[config.mk]
export PLATFORM = sky130hd
export DESIGN_NAME = bcd_game_timer
export DESIGN_NICKNAME = d
export VERILOG_FILES = /design/src/rtl/bcd_game_timer.sv
export SDC_FILE = /design/constraint.sdc
export NUM_CORES = 1
export LEC_CHECK = 0
export ABC_AREA = 1
export BUFFER_PORTS_ARGS = -buffer_cell sky130_fd_sc_hd__buf_2
export CORE_MARGIN = 2
export CORE_UTILIZATION = 55
export CTS_CLUSTER_SIZE = 16
export DETAILED_ROUTE_END_ITERATION = 6
export HOLD_SLACK_MARGIN = 0.1
export PLACE_DENSITY = 0.79
export SLEW_MARGIN = 20
export SYNTH_ARGS = -nofsm -noshare
export SYNTH_HDL_FRONTEND = slang
export SYNTH_SLANG_ARGS = --single-unit
[constraint.sdc]
create_clock -name CLOCK_50 -period 3.55 [get_ports CLOCK_50]
set_input_delay 0.5325 -clock CLOCK_50 [delete_from_list [all_inputs] [get_ports CLOCK_50]]
set_output_delay 0.5325 -clock CLOCK_50 [all_outputs]
set_load 0.01 [all_outputs]
[src/rtl/bcd_game_timer.sv]
// bcd_game_timer: prescaled multi-digit BCD up/down counter with active-low 7-segment outputs
module bcd_game_timer #(
    parameter int NUM_DIGITS = 4,
    parameter int DIV_COUNT  = 50000000,
    parameter bit WRAP       = 1'b1
) (
    input  logic                    CLOCK_50,
    input  logic                    resetn,
    input  logic                    enable,
    input  logic                    count_down,
    input  logic                    clear,
    input  logic                    load,
    input  logic [4*NUM_DIGITS-1:0] load_value,
    output logic [4*NUM_DIGITS-1:0] bcd_out,
    output logic [7*NUM_DIGITS-1:0] seg_out,
    output logic                    tick,
    output logic                    rollover,
    output logic                    done
);
    localparam int PW = $clog2(DIV_COUNT);
    localparam logic [PW-1:0] PMAX = PW'(DIV_COUNT - 1);

    logic [PW-1:0]           pre;
    logic [4*NUM_DIGITS-1:0] step_v;
    logic [4*NUM_DIGITS-1:0] sat_v;
    logic [NUM_DIGITS:0]     chain;
    logic [3:0]              lim;
    logic                    hit;
    logic                    term;
    logic                    hold;

    function automatic logic [6:0] seg7(input logic [3:0] d);
        case (d)
            4'd0:    seg7 = 7'b1000000;
            4'd1:    seg7 = 7'b1111001;
            4'd2:    seg7 = 7'b0100100;
            4'd3:    seg7 = 7'b0110000;
            4'd4:    seg7 = 7'b0011001;
            4'd5:    seg7 = 7'b0010010;
            4'd6:    seg7 = 7'b0000010;
            4'd7:    seg7 = 7'b1111000;
            4'd8:    seg7 = 7'b0000000;
            4'd9:    seg7 = 7'b0010000;
            default: seg7 = 7'b1111111;
        endcase
    endfunction

    // lim is the digit value that carries (up) or borrows (down); it also marks the terminal value
    assign lim      = count_down ? 4'd0 : 4'd9;
    assign chain[0] = 1'b1;
    assign term     = chain[NUM_DIGITS];
    assign hit      = enable && pre == PMAX;
    assign hold     = term && !WRAP;

    genvar i;
    for (i = 0; i < NUM_DIGITS; i++) begin : g_dig
        logic [3:0] d;
        logic [3:0] lv;
        assign d                 = bcd_out[4*i +: 4];
        assign lv                = load_value[4*i +: 4];
        assign chain[i+1]        = chain[i] && d == lim;
        assign step_v[4*i +: 4]  = !chain[i] ? d : d == lim ? 4'd9 - lim : count_down ? d - 4'd1 : d + 4'd1;
        assign sat_v[4*i +: 4]   = lv > 4'd9 ? 4'd9 : lv;
        assign seg_out[7*i +: 7] = seg7(d);
    end

    always_ff @(posedge CLOCK_50 or negedge resetn) begin
        if (!resetn) begin
            bcd_out  <= '0;
            pre      <= '0;
            tick     <= 1'b0;
            rollover <= 1'b0;
            done     <= 1'b0;
        end else if (clear || load) begin
            bcd_out  <= clear ? '0 : sat_v;
            pre      <= '0;
            tick     <= 1'b0;
            rollover <= 1'b0;
            done     <= 1'b0;
        end else begin
            tick     <= hit;
            rollover <= hit && term && WRAP;
            if (enable)
                pre <= hit ? '0 : pre + 1'b1;
            if (hit && hold)
                done <= 1'b1;
            if (hit && !hold)
                bcd_out <= step_v;
        end
    end
endmodule

==> impl_metrics.yaml, run 1 <==
min_path:
  hold_class: "input port to async pin"
yosys:
  ys_seq_area_share_pct: 27.8
  synth_nets: 665
  synth.distinct_cells: 35
  yosys-top-cells-area: "dfrtp_1, nand2_1, ha_1"
  avgSynthCellArea_um2: 6.51
  ys_warn_count: 0
  synth-seq-cells: 44
  synth_top_area_share_pct: 27.8
  syn_area_um2: 3970
  yosysTopAreaCell: "dfrtp_1"
  syn_inst: 609
timing:
  slew-limit-headroom_pct: 49.8
  setup_viol: 0
  max_freq_mhz: 428
  worst_pin_slew_ps: 752
  final.period_utilization_pct: 65.9
  fin_crit_ps: 2340
  final.setup.tns_ps: 0
  drv_slew: 0
  rsz0062_at_grt: "false"
  finalHoldViolCount: 0
  worst_clock_skew_ps: 5.16
routing:
  detail-route-antenna-nets: 0
  vias: 4069
  drtIter0Drc: 244
  drc: 0
  wl_um: 9740
  vias_per_cell: 5.31
  firstDrtPassIters: 5
  routedWlPerCell_um: 12.7
cells_and_area:
  area_growth_pct: 12.0
  finish.utilization_pct: 64.7
  diodes: 0
  nNetsFinal: 726
  final_layout_size_suffix_gt1_share_pct: 15.8
  n_fill_cell: 619
global_route:
  antenna_found_initial: 0
  grt_pass1_vias: 3611
  grt_pass1_wl_um: 16000
  grt.total_usage_pct: 25.4
  grt_max_degree: 45
  grt.overflow.total: 0
critical_path:
  crit_path_end_kind: "primary output"
  crit_chain: "inv_1 > ha_1 > nand2_1 > inv_1 > o21ai_0 > buf_2"
  crit_path_top_delay_cell: "dfrtp_1"
  critPathRequiredTime_ps: 3020
  cp_common_cell: "inv_1"
  max_stage_delay_ps: 590
  critPathMaxFanout: 11
  start_kind: "flop"
  arrival_ps: 1810
  path_class: "flop to primary output"
floorplanning:
  die_w_um: 88.9
  io_pins: 69
  start_util_pct: 57.8
  coreArea_um2: 6870
  die_area_um2: 7910
  die_h_um: 88.9
  rows: 30
clocking:
  cts-buffers-inserted: 5
  cts_tree: "built"
  cts_root_buf: "clkbuf_8"
  htree_levels: 2
  cts_hold_buf: 0
  cts_setup_buffers: 0
  clk_pin_slew_ps: 80
  cts_resized: 0
  clock_latency_ps: 300
  cts_max_path_buffers: 2
  clock-sinks: 44
place:
  io_buffers: 67
  dp_hpwl_um: 7230
  gp_congestion: 0.944
pwr:
  peakVddDrop_v: 0.000200
  total_power_mw: 1.55
  p_leak_nw: 2.29
  p_per_area_nw_per_um2: 349
status:
  status: "complete, no violations"
flow_run:
  maxCapViolCount: 0
per-stage QoR:
| step | hold slack, ps | std cells | setup slack [ps] | cell area [um2] |
|---|---|---|---|---|
| global placement | 526 | 759 | 1490 | 4350 |
| CTS | 419 | 766 | 1190 | 4440 |
| detailed placement | 540 | 759 | 1410 | 4350 |
| global route | 257 | 766 | 1080 | 4440 |
| finish | 222 | 766 | 1210 | 4440 |
| floorplan | 237 | 609 | 1650 | 3970 |
kinds of logic (layout without fill, tap and decap cells):
group / after synthesis / after routing / synth area share, %
other cells: 1 / 1 / 0.0945
flops: 44 / 44 / 27.8
simple gates: 358 / 358 / 39.6
buf+inv: 87 / 148 / 9.11
fa+ha+maj: 34 / 34 / 11.5
compound gates: 75 / 75 / 9.71
xor+xnor: 10 / 10 / 2.21
worst paths after layout:
check,startpoint,endpoint,slack (ps),depth (start not counted)
min,resetn,pre[21]$_DFFE_PN0P_,220,1
min reg2reg,pre[22]$_DFFE_PN0P_,pre[22]$_DFFE_PN0P_,560,2
max reg2reg,pre[0]$_DFFE_PN0P_,bcd_out[8]$_DFFE_PN0P_,1630,10
max,bcd_out[12]$_DFFE_PN0P_,seg_out[24],1210,6
min in group CLOCK_50,load_value[3],bcd_out[3]$_DFFE_PN0P_,470,3
max in group asynchronous,resetn,bcd_out[11]$_DFFE_PN0P_,2950,1
area by class of cell:
type | count | area (um2) | area share (%)
clock buffers | 7 | 96.3 | 2.17
inverters | 73 | 277 | 6.22
multi-input cells | 478 | 2500 | 56.4
flip-flops and latches | 44 | 1100 | 24.8
well taps | 96 | 120 | 2.70
repair buffers | 68 | 345 | 7.77
power breakdown:
part	internal [mW]	switching, mW	leakage, nW
clock network	0.174	0.177	0.0503
registers	0.527	0.0767	0.600
logic	0.229	0.367	1.64
total	0.930	0.621	2.29
layout by cell type (no fill, tap or decap), drive strengths merged:
cell type / count
dfrtp: 44
nor2: 92
or2: 1
nand2: 188
xnor2: 2
buf: 68
o31ai: 1
nor3: 10
and2: 1
and3: 2
o21ai: 54
inv: 73
conb: 1
nand3: 49
nor3b: 1
xor2: 8
fa: 4
ha: 30
clkbuf: 7
o211ai: 3
nand4: 13
nor4: 1
a21oi: 17
flip-flops by register name, summed over array words and instances (netlist names):
signal	count
pre	26
tick	1
rollover	1
bcd_out	16
metal layers:
| metal | share of wire, % | global-route usage, % | up-vias |
|---|---|---|---|
| met5 | 0 | 0 | - |
| met1 | 46 | 34.9 | 1858 |
| met2 | 47 | 41.0 | 135 |
| li1 | - | - | 2059 |
| met3 | 6.0 | 3.69 | 17 |
| met4 | 1.5 | 9.23 | 0 |
cells in the mapped netlist (all sizes together):
cell / instances
nand4: 13
nand3: 49
a21oi: 17
nor2: 92
o211ai: 3
buf: 10
inv: 73
nor3b: 1
or2: 1
nor4: 1
xnor2: 2
and2: 1
fa: 4
dfrtp: 44
nand2: 188
o31ai: 1
ha: 30
conb: 1
clkbuf: 4
nor3: 10
xor2: 8
and3: 2
o21ai: 54
critical path: cells and delay by family, from the launching register on:
kind	cells	cell delay (ps)
AO/OA/AOI/OAI	1	130
flip-flops	1	590
adder cells (fa/ha/maj)	1	320
buffers and inverters	3	370
AND/OR/NAND/NOR	1	80
Note: power is estimated with default switching activity, not from simulation.
==> inputs of run 2 (changes only) <==
--- a/config.mk
+++ b/config.mk
@@ -8,11 +8,11 @@
 export ABC_AREA = 1
 export BUFFER_PORTS_ARGS = -buffer_cell sky130_fd_sc_hd__buf_2
 export CORE_MARGIN = 2
-export CORE_UTILIZATION = 55
+export CORE_UTILIZATION = 52
 export CTS_CLUSTER_SIZE = 16
 export DETAILED_ROUTE_END_ITERATION = 6
 export HOLD_SLACK_MARGIN = 0.1
-export PLACE_DENSITY = 0.79
+export PLACE_DENSITY = 0.78
 export SLEW_MARGIN = 20
 export SYNTH_ARGS = -nofsm -noshare
 export SYNTH_HDL_FRONTEND = slang
==> constraint.sdc (replaced) <==
create_clock -name CLOCK_50 -period 1.97 [get_ports CLOCK_50]
set_input_delay 0.2955 -clock CLOCK_50 [delete_from_list [all_inputs] [get_ports CLOCK_50]]
set_output_delay 0.2955 -clock CLOCK_50 [all_outputs]
set_load 0.01 [all_outputs]
==> impl_metrics.yaml, run 2 (same netlist as run 1, synthesis figures left out) <==
critical_path:
  r2r_start: "pre[0]$_DFFE_PN0P_"
  critPathMaxFanout: 5
  start_kind: "flop"
  path_class: "flop to primary output"
  critPathTopFamily: "flip-flops"
  r2r-end: "bcd_out[3]$_DFFE_PN0P_"
  max_stage_delay_ps: 440
  critPathRequiredTime_ps: 1670
  crit_chain: "buf_4 > ha_1 > o21ai_0 > o21ai_0 > buf_2"
  crit_path_end_kind: "primary output"
  cp_common_cell: "o21ai_0"
  reg2reg_depth: 11
  r2r_slack_ps: 200
  crit_path_top_delay_cell: "dfrtp_2"
  cp_num_buf_inv: 2
  arrival_ps: 1590
cells_and_area:
  multi_input_area_um2: 2510
  finish.utilization_pct: 63.2
  final_layout_size_suffix_gt1_share_pct: 20.3
  area_growth_pct: 16.7
  n_fill_cell: 658
  final_cell_area_um2: 4630
  regArea_um2: 1110
  nNetsFinal: 749
  largestRegisters: "pre: 26 flops, bcd_out: 16 flops"
  top_register: "pre"
  largest_reg_flops: 26
  final_cell_mix: "nand2_1, nor2_1, buf_2, inv_1, nand3_1"
  layout_commonest_cell: "nand2_1"
  diodes: 0
min_path:
  worstHoldEndpoint: "bcd_out[3]$_DFFE_PN0P_"
  hold_path_depth: 3
  hold_class: "input port to flop"
  min_from: "load_value[3]"
routing:
  detail-route-antenna-nets: 0
  routedWlPerCell_um: 12.7
  firstDrtPassIters: 5
  wl_um: 10000
  vias: 4195
  vias_per_cell: 5.29
  drtIter0Drc: 306
  drc: 0
clocking:
  cts_tree: "built"
  clock_latency_ps: 300
  htree_levels: 2
  clock-sinks: 44
  cts-buffers-inserted: 5
  cts_max_path_buffers: 2
  clk_pin_slew_ps: 80
  cts_root_buf: "clkbuf_8"
timing:
  setup_viol: 0
  fin_crit_ps: 1880
  final.period_utilization_pct: 95.5
  drv_slew: 0
  hold-worst-slack_ps: 252
  rsz0062_at_grt: "true"
  fin_ws_ps: 89.4
  worst_clock_skew_ps: 7.95
  finalHoldViolCount: 0
  worst_pin_slew_ps: 533
  max_freq_mhz: 532
  slew-limit-headroom_pct: 64.5
flow_run:
  maxCapViolCount: 0
global_route:
  grt.total_usage_pct: 24.3
  met3_usage_pct: 3.57
  antenna_found_initial: 0
  grt_pass1_vias: 3711
  grt_use_met2_pct: 38.8
  grt.overflow.total: 0
  grt_busiest_layer: "met2"
  grt_max_degree: 23
  use_met1_pct: 35.3
  grt_pass1_wl_um: 17000
place:
  gp_congestion: 0.948
  dp_slack_ps: 124
  dpl-instance-area_um2: 4420
  io_buffers: 67
  dp_hpwl_um: 7680
status:
  status: "complete, no violations"
floorplanning:
  rows: 31
  die_area_um2: 8340
  io_pins: 69
  die_h_um: 91.4
  coreArea_um2: 7330
  start_util_pct: 54.1
  die_w_um: 91.4
pwr:
  p_leak_nw: 2.39
  total_power_mw: 2.86
  peakVddDrop_v: 0.000302
  p_per_area_nw_per_um2: 618
run 2: cell types whose count changed in the layout (fill, tap and decap cells not counted), sizes merged:
cell	previous run	this run
buf	68	90
clkbuf	7	6
clkinv	0	2
dlygate4sd3	0	1
run 2: through the flow:
step	cells	TNS [ps]
5_1_grt	793	-20.1
4_1_cts	781	0
3_5_place_dp	772	0
2_1_floorplan	609	0
3_3_place_gp	772	0
6_report	793	0
run 2: repair_timing:
item	4_1_cts	5_1_grt
buffers inserted	0	12
setup endpoints to repair	12	23
pin swaps	0	1
endpoints found under the hold margin	14	0
hold buffers	1	0
resized for setup	8	12
run 2: worst max-delay path by stage:
stage | from | endpoint | slack, ps | cells past startpoint
2_1_floorplan | bcd_out[12]$_DFFE_PN0P_ | seg_out[24] | 310 | 5
3_3_place_gp | count_down | bcd_out[11]$_DFFE_PN0P_ | 220 | 10
3_5_place_dp | count_down | bcd_out[14]$_DFFE_PN0P_ | 120 | 10
4_1_cts | bcd_out[10]$_DFFE_PN0P_ | seg_out[14] | 2 | 3
5_1_grt | bcd_out[13]$_DFFE_PN0P_ | seg_out[24] | -20 | 6
6_report | bcd_out[4]$_DFFE_PN0P_ | seg_out[10] | 90 | 5
run 2: tightest hold or removal path: stages:
cell     delay [ps]
buf_2           100
nand2_1          50
nand3_1          70
run 2: area by class of cell:
type | instances | share of cell area [%]
Multi-Input combinational cell | 478 | 54.2
Sequential cell | 44 | 24.0
Timing Repair Buffer | 91 | 11.2
Inverter | 73 | 5.97
Tap cell | 99 | 2.68
Clock buffer | 6 | 1.78
Clock inverter | 2 | 0.216
run 2: routing by layer:
metal  up-vias  part of all wire (%)
met5         -                     0
met4         0                  0.78
met3         6                   4.8
met2       128                    46
met1      1951                    48
li1       2110                     -
run 2: report_power, final:
part	switching [mW]	internal, mW
registers	0.110	0.955
logic	0.716	0.477
clock network	0.322	0.280
total	1.15	1.71
